## src/rtl/fp8_normalize_seq_if.sv

```systemverilog
// ---------------------------------------------------------------------------
// fp8_normalize_seq_if : operand-in / result-out handshake bundle  (rev 1.0)
// ---------------------------------------------------------------------------
`default_nettype none

interface fp8_normalize_seq_if #(
  parameter int EXP_W = 3,
  parameter int MAN_W = 5
);
  logic                   in_valid;
  logic                   in_ready;
  logic [EXP_W-1:0]       exp_in;
  logic [MAN_W:0]         sum_in;
  logic                   out_valid;
  logic                   out_ready;
  logic [EXP_W+MAN_W-1:0] result;
  logic                   ovf;
  logic                   unf;

  modport master (
    output in_valid, exp_in, sum_in, out_ready,
    input  in_ready, out_valid, result, ovf, unf
  );

  modport slave (
    input  in_valid, exp_in, sum_in, out_ready,
    output in_ready, out_valid, result, ovf, unf
  );
endinterface

`default_nettype wire

```

## src/rtl/fp8_normalize_seq.sv

```systemverilog
// ---------------------------------------------------------------------------
// fp8_normalize_seq : iterative one-shift-per-clock mantissa normalizer (rev 1.0)
// ---------------------------------------------------------------------------
`default_nettype none

module fp8_normalize_seq #(
  parameter int EXP_W = 3,
  parameter int MAN_W = 5
) (
  input  wire logic         clk,
  input  wire logic         rst,
  fp8_normalize_seq_if.slave bus
);

  typedef enum logic [1:0] {
    IDLE = 2'd0,
    NORM = 2'd1,
    DONE = 2'd2
  } state_t;

  localparam logic [EXP_W-1:0] EXP_ONE = {{(EXP_W-1){1'b0}}, 1'b1};

  state_t                 state;
  logic [EXP_W-1:0]       exp_reg;
  logic [MAN_W:0]         sum_reg;
  logic [EXP_W+MAN_W-1:0] result_reg;
  logic                   ovf_reg;
  logic                   unf_reg;
  logic                   valid_reg;

  always_ff @(posedge clk or posedge rst) begin
    if (rst) begin
      state      <= IDLE;
      exp_reg    <= '0;
      sum_reg    <= '0;
      result_reg <= '0;
      ovf_reg    <= 1'b0;
      unf_reg    <= 1'b0;
      valid_reg  <= 1'b0;
    end else begin
      case (state)
        IDLE: begin
          if (bus.in_valid) begin
            exp_reg <= bus.exp_in;
            sum_reg <= bus.sum_in;
            ovf_reg <= 1'b0;
            unf_reg <= 1'b0;
            state   <= NORM;
          end
        end
        NORM: begin
          // Carry can only be set on the first pass; left shifts always refill bit MAN_W with 0.
          if (sum_reg[MAN_W]) begin
            if (exp_reg == '1) begin
              result_reg <= '1;
              ovf_reg    <= 1'b1;
            end else begin
              result_reg <= {exp_reg + EXP_ONE, sum_reg[MAN_W:1]};
            end
            valid_reg <= 1'b1;
            state     <= DONE;
          end else if (sum_reg[MAN_W-1:0] == '0) begin
            result_reg <= '0;
            unf_reg    <= 1'b0;
            valid_reg  <= 1'b1;
            state      <= DONE;
          end else if (sum_reg[MAN_W-1]) begin
            result_reg <= {exp_reg, sum_reg[MAN_W-1:0]};
            valid_reg  <= 1'b1;
            state      <= DONE;
          end else if (exp_reg == '0) begin
            result_reg <= {exp_reg, sum_reg[MAN_W-1:0]};
            unf_reg    <= 1'b1;
            valid_reg  <= 1'b1;
            state      <= DONE;
          end else begin
            sum_reg <= {1'b0, sum_reg[MAN_W-2:0], 1'b0};
            exp_reg <= exp_reg - EXP_ONE;
          end
        end
        DONE: begin
          if (bus.out_ready) begin
            valid_reg <= 1'b0;
            state     <= IDLE;
          end
        end
        default: state <= IDLE;
      endcase
    end
  end

  assign bus.in_ready  = (state == IDLE);
  assign bus.out_valid = valid_reg;
  assign bus.result    = result_reg;
  assign bus.ovf       = ovf_reg;
  assign bus.unf       = unf_reg;

endmodule

`default_nettype wire
```

## src/flat_wrapper.sv

```systemverilog
// flat-port wrapper written by rule: the top's interface ports become plain ports
module fp8_normalize_seq_flat 
#(
  parameter int EXP_W = 3,
  parameter int MAN_W = 5
)
  (clk, rst, bus_in_valid, bus_exp_in, bus_sum_in, bus_out_ready, bus_in_ready, bus_out_valid, bus_result, bus_ovf, bus_unf);
  fp8_normalize_seq_if #(.EXP_W(EXP_W), .MAN_W(MAN_W)) bus_i ();
  input  wire logic clk;
  input  wire logic rst;
  input wire logic [$bits(bus_i.in_valid)-1:0] bus_in_valid;
  input wire logic [$bits(bus_i.exp_in)-1:0] bus_exp_in;
  input wire logic [$bits(bus_i.sum_in)-1:0] bus_sum_in;
  input wire logic [$bits(bus_i.out_ready)-1:0] bus_out_ready;
  output wire logic [$bits(bus_i.in_ready)-1:0] bus_in_ready;
  output wire logic [$bits(bus_i.out_valid)-1:0] bus_out_valid;
  output wire logic [$bits(bus_i.result)-1:0] bus_result;
  output wire logic [$bits(bus_i.ovf)-1:0] bus_ovf;
  output wire logic [$bits(bus_i.unf)-1:0] bus_unf;
  assign bus_i.in_valid = bus_in_valid;
  assign bus_i.exp_in = bus_exp_in;
  assign bus_i.sum_in = bus_sum_in;
  assign bus_i.out_ready = bus_out_ready;
  assign bus_in_ready = bus_i.in_ready;
  assign bus_out_valid = bus_i.out_valid;
  assign bus_result = bus_i.result;
  assign bus_ovf = bus_i.ovf;
  assign bus_unf = bus_i.unf;
  fp8_normalize_seq #(.EXP_W(EXP_W), .MAN_W(MAN_W)) u_core (.clk(clk), .rst(rst), .bus(bus_i));
endmodule
```

## config.mk

```make
export PLATFORM = sky130hd
export DESIGN_NAME = fp8_normalize_seq_flat
export DESIGN_NICKNAME = d
export VERILOG_FILES = /design/src/rtl/fp8_normalize_seq_if.sv /design/src/rtl/fp8_normalize_seq.sv /design/src/flat_wrapper.sv
export SDC_FILE = /design/constraint.sdc
export NUM_CORES = 1
export LEC_CHECK = 0
export ABC_AREA = 0
export CORE_MARGIN = 1
export CORE_UTILIZATION = 50
export CTS_CLUSTER_SIZE = 25
export DETAILED_ROUTE_END_ITERATION = 12
export PLACE_DENSITY_LB_ADDON = 0.08
export SLEW_MARGIN = 10
export SYNTH_ARGS = -nofsm -noshare
export SYNTH_HDL_FRONTEND = slang
export SYNTH_SLANG_ARGS = --single-unit
```

## constraint.sdc

```tcl
create_clock -name clk -period 2.5 [get_ports clk]
set_clock_uncertainty 0.05 [all_clocks]
set_input_delay 0.75 -clock clk [delete_from_list [all_inputs] [get_ports clk]]
set_output_delay 0.75 -clock clk [all_outputs]
set_load 0.02 [all_outputs]
```

# After elaboration in Yosys (flattened, before gate mapping)
# Index checks and enable logic that the tools add are counted.
[classes]
addsub = 2
multipliers = 0
div = 0
n_lt_le_gt_ge = 0
eq_ne = 14
shift = 0
mux = 38
n_bitwise = 0
reduce_logical = 14
[op_table]
columns = ["cell", "n"]
rows = [
  ["8-bit 2-to-1 mux", 5],
  ["6-bit 2-to-1 mux", 4],
  ["3-bit 2-to-1 mux", 5],
  ["2-bit 2-to-1 mux", 6],
  ["2-bit != test, second input constant", 6],
  ["6-bit one-hot mux with 2 select lines", 1],
  ["1-bit 2-to-1 mux", 11],
  ["4-bit AND reduction", 2],
  ["1-bit one-hot mux with 2 select lines", 3],
  ["2-bit one-hot mux with 3 select lines", 1],
  ["3-bit one-hot mux with 2 select lines", 1],
  ["3-bit AND reduction", 2],
  ["6-bit AND reduction", 1],
  ["5-bit zero test", 1],
  ["5-bit 2-to-1 mux", 1],
  ["5-bit by 1-bit != test with 1-bit output, second input constant", 1],
  ["5-bit AND reduction", 1],
  ["2-bit by 1-bit != test with 1-bit output, second input constant", 2],
  ["2-bit AND reduction", 2],
  ["2-bit nonzero test", 2],
  ["4-bit nonzero test", 1],
  ["3-bit by 1-bit adder with 3-bit output, second input constant", 1],
  ["3-bit equality test, second input constant", 1],
  ["3-bit zero test", 1],
  ["other kinds (6)", 6],
]
[totals]
ff_bits = 22
latch_bits = 0
ramBits = 0
rom_bits = 0
in_bits = 13
out_inout_bits = 12
elab_cells = 77
memories = 0

# Logic depth before layout (Yosys ltp)
[depth]
word_depth = 6
ltp_mapped = 8

# Worst setup path after synthesis
# OpenSTA, ideal clock, no wires.
[synth_path]
path_kind = "register -> register"
from = "register u_core.state[0]"
to = "register u_core.exp_reg[2]"
arrival_time_ps = 1762
required_ps = 2308
slack_ps = 546
path_stages_with_launch = 7
synth_period_minus_slack_ps = 1954
path_cell_list = "dfrtp_1 inv_1 ha_1 mux2i_1 nor2_1 a311oi_1 a21oi_1"
[synth_via]
elab_chain_cells = 3
word_cells_on_any_way = 10
cone_classes = "eq/ne (6); mux (1); reduce/logical (3)"
[synth_lines]
columns = ["item", "line_no", "rtl"]
rows = [
  ["from (decl)", "fp8_normalize_seq.sv:23", "state_t state;"],
  ["from (signal assigned)", "fp8_normalize_seq.sv:33", "state <= IDLE;"],
  ["from (signal assigned)", "fp8_normalize_seq.sv:48", "state <= NORM;"],
  ["from (signal assigned)", "fp8_normalize_seq.sv:61", "state <= DONE;"],
  ["2-bit zero test (*)", "n/a", ""],
  ["named net bus_in_ready", "flat_wrapper.sv:15", "output wire logic [$bits(bus_i.in_ready)-1:0] bus_in_ready;"],
  ["2-bit != test (no source line) or 2-bit nonzero test (tied branches)", "n/a", ""],
  ["6-bit AND reduction (no source line)", "n/a", ""],
  ["to (signal assigned)", "fp8_normalize_seq.sv:44", "exp_reg <= bus.exp_in;"],
  ["to (signal assigned)", "fp8_normalize_seq.sv:78", "exp_reg <= exp_reg - EXP_ONE;"],
  ["to (decl)", "fp8_normalize_seq.sv:24", "logic [EXP_W-1:0] exp_reg;"],
]
# The timed path passes the listed nets; every way through them passes the cells marked *.
# A chain may end at the register's enable or synchronous reset.

# Worst setup path after layout
[layout_path]
from = "register u_core.state[0]"
to = "output bus_in_ready"
[layout_via]
elab_chain_cells = 1
[layout_lines]
columns = ["item", "line_no", "rtl"]
rows = [
  ["2-bit zero test", "fp8_normalize_seq.sv:92", "assign bus.in_ready = (state == IDLE);"],
  ["to (decl)", "flat_wrapper.sv:15", ""],
]
# Every way passes these cells.

==> impl_metrics.env <==
export IMPL_outcome="complete, no violations"
export IMPL_grt_pass1_vias=970
export IMPL_slew_headroom_pct=59.42
export IMPL_cts_root_buf="clkbuf_4"
export IMPL_synth_top_area_share_pct=44.00
export IMPL_cts_buffers=3
export IMPL_r2r_cells=4
export IMPL_ctsLongestPathBuffers=2
export IMPL_die_y_microns=52.03
export IMPL_power_w=0.002117
export IMPL_min_period_over_period_pct=90.96
export IMPL_drtIter0Drc=46
export IMPL_num_vias=1129
export IMPL_cts_hold_buf=0
export IMPL_final_nets=181
export IMPL_cp_slowest_cell="dfrtp_1"
export IMPL_ys_ff_latch=22
export IMPL_max_freq_mhz=439.8
export IMPL_port_buffers=24
export IMPL_seq_area_frac_synth_pct=44.00
export IMPL_hpwl_mm=2.061
export IMPL_r2r_start="u_core.sum_reg[5]$_DFFE_PP0P_"
export IMPL_synth_distinct_cells=35
export IMPL_netlist_instances=132
export IMPL_power_per_cell_area_mw_per_mm2=1349
export IMPL_cp_arrival_ns=1.47
export IMPL_fp_coreArea_sq_mm=0.002276
export IMPL_antenna_found_initial=0
export IMPL_rsz0062_at_grt="no"
export IMPL_drc=0
export IMPL_synth_nets=152
export IMPL_crit_buf_inv=2
export IMPL_syn_area_sq_mm=0.001251
export IMPL_wirelength_mm=2.790
export IMPL_grt_pass1_wl_mm=4.402
export IMPL_syn_avg_cell_area_sq_um=9.479
export IMPL_critPathMaxFanout=6
export IMPL_antenna_left=0
export IMPL_htreeDepth=1
export IMPL_maxCapViolCount=0
export IMPL_worstSetupEndpointType="output pin"
export IMPL_worstPathCellList="inv_1 > ha_1 > dlygate4sd2_1"
export IMPL_rows=17
export IMPL_timing_final_hold_violations=0
export IMPL_synth_top_area_cell="dfrtp_1"
export IMPL_cp_startpoint="u_core.state[0]$_DFFE_PP0P_"
export IMPL_clk_latency_ns=0.31
export IMPL_worstMarginPinSlew_ns=0.6036
export IMPL_cts_sinks=22
export IMPL_die_w_microns=52.03
export IMPL_first_pass_iters=4
export IMPL_drv_slew=0
export IMPL_min_path_cells=2
export IMPL_p_leak_nw=0.6687
export IMPL_grt_total_usage_pct=22.91
export IMPL_netlist_top_cells_count="dfrtp_1 (22), nor2_1 (16), a21oi_1 (10), o21ai_0 (10)"
export IMPL_start_util_pct=54.98
export IMPL_hold_end="u_core.bus.result[7]$_DFFE_PP0P_"
export IMPL_clkTransAtPathRegs_ns=0.12
export IMPL_crit_type="reg -> out"
export IMPL_grt_max_degree=23
export IMPL_syn_to_final_growth_pct=25.40
export IMPL_wl_per_cell_microns=14.84
export IMPL_final_util_pct=68.94
export IMPL_routabilityCongestion=0.8408
export IMPL_pre_cts_slack_ns=0.1970
export IMPL_vdd_drop_max_v=0.0007642
export IMPL_crit_required_ns=1.70
export IMPL_largest_register_ffs=8
export IMPL_fin_ws_ns=0.2260
export IMPL_setup_viol_count_final=0
export IMPL_synthTopCellsByArea="dfrtp_1 (44%), ha_1 (7.0%), nor2_1 (4.8%)"
export IMPL_yosys_warnings=0
export IMPL_synth_most_common_cell="dfrtp_1"
export IMPL_vias_per_cell=6.005
export IMPL_tns_ns=0
export IMPL_die_area_sq_mm=0.002707
export IMPL_whs_ns=0.4613
export IMPL_min_period_ns=2.274
export IMPL_reg2reg_slack_ns=0.47
export IMPL_synth_edff_count=0
export IMPL_antenna_cells=0
export IMPL_max_stage_delay_ns=0.44
export IMPL_rr_endpoint="u_core.sum_reg[2]$_DFFE_PP0P_"
export IMPL_async_flop_share_pct=100.0
export IMPL_worstHoldStart="u_core.bus.result[7]$_DFFE_PP0P_"
export IMPL_holdCritPathClass="reg -> reg"
export IMPL_startpoint_type="flip-flop"
export IMPL_cts_tree="yes"
export IMPL_pin_count=25
export IMPL_path_delay_family="buffers and inverters"
export IMPL_yosys_most_used_dff="dfrtp_1"
export IMPL_drive_above_1_share_pct=8.750
export IMPL_grt_overflow=0
-- final cells by class --
cell class	count	area, sq um
Clock buffer	4	36.28
Fill cell	204	706.9
Inverter	8	30.03
Multi-Input combinational cell	98	648.1
Sequential cell	22	550.5
Tap cell	28	35.03
Timing Repair Buffer	28	269.0
-- where the power goes --
part / total, W / switching (W) / leakage (nW) / internal [W]
Clock: 0.000196 / 0.000107 / 0.0210 / 0.0000889
Combinational: 0.00121 / 0.000675 / 0.387 / 0.000537
Sequential: 0.000708 / 0.000181 / 0.261 / 0.000527
Total: 0.00212 / 0.000964 / 0.669 / 0.00115
-- worst register-to-register path, cell delays in order (launching register included) --
cell,delay [ns]
dfrtp_1,0.58
or2_2,0.41
o31ai_1,0.55
nand2_1,0.18
o21ai_0,0.20
-- through the flow --
step | std cells | instance area, sq um
after floorplan | 132 | 1251
after global placement | 184 | 1534
after detailed placement | 184 | 1534
after CTS | 188 | 1569
after global routing | 188 | 1569
final | 188 | 1569
-- layer usage --
layer | vias up | part of all wire (%) | GRT usage [%]
li1 | 541 | - | -
met1 | 528 | 45 | 30.54
met2 | 52 | 47 | 36.54
met3 | 8 | 6.7 | 3.801
met4 | 0 | 1.6 | 9.459
met5 | - | 0 | 0
-- timing repair --
item,CTS,global route
buffers inserted,0,0
resized for setup,1,0
setup endpoints to repair,1,0
-- logic make-up (layout without fill, tap and decap cells) --
| family | Yosys count | after routing | synth area share [%] |
|---|---|---|---|
| AOI/OAI and AO/OA | 42 | 42 | 22.50 |
| and+or+nand+nor | 43 | 43 | 17.30 |
| muxes | 6 | 6 | 5.000 |
| buffers and inverters | 12 | 40 | 4.200 |
| DFF | 22 | 22 | 44.00 |
| adders and majority gates | 7 | 7 | 7.000 |
-- worst max-delay path by stage --
stage,depth (start not counted),endpoint,slack [ns]
CTS,3,bus_in_ready,0.23
global route,3,bus_in_ready,0.12
finish,3,bus_in_ready,0.23
global placement,4,u_core.sum_reg[5]$_DFFE_PP0P_,0.25
floorplan,6,u_core.exp_reg[2]$_DFFE_PP0P_,0.55
detailed placement,4,u_core.sum_reg[5]$_DFFE_PP0P_,0.20
-- layout by cell type (no fill, tap or decap), types with 2 or more instances in the layout --
cell and instances:
a21oi_1 10, a221oi_1 2, a31oi_1 7, a32oi_1 2, buf_4 4, clkbuf_4 3, clkdlybuf4s50_1 23, dfrtp_1 22
ha_1 7, inv_1 8, mux2_2 2, mux2i_1 4, nand2_1 8, nand3_1 3, nand4_1 2, nor2_1 16
nor2b_1 6, o211ai_1 2, o21ai_0 10
(Power assumes the default switching activity.)
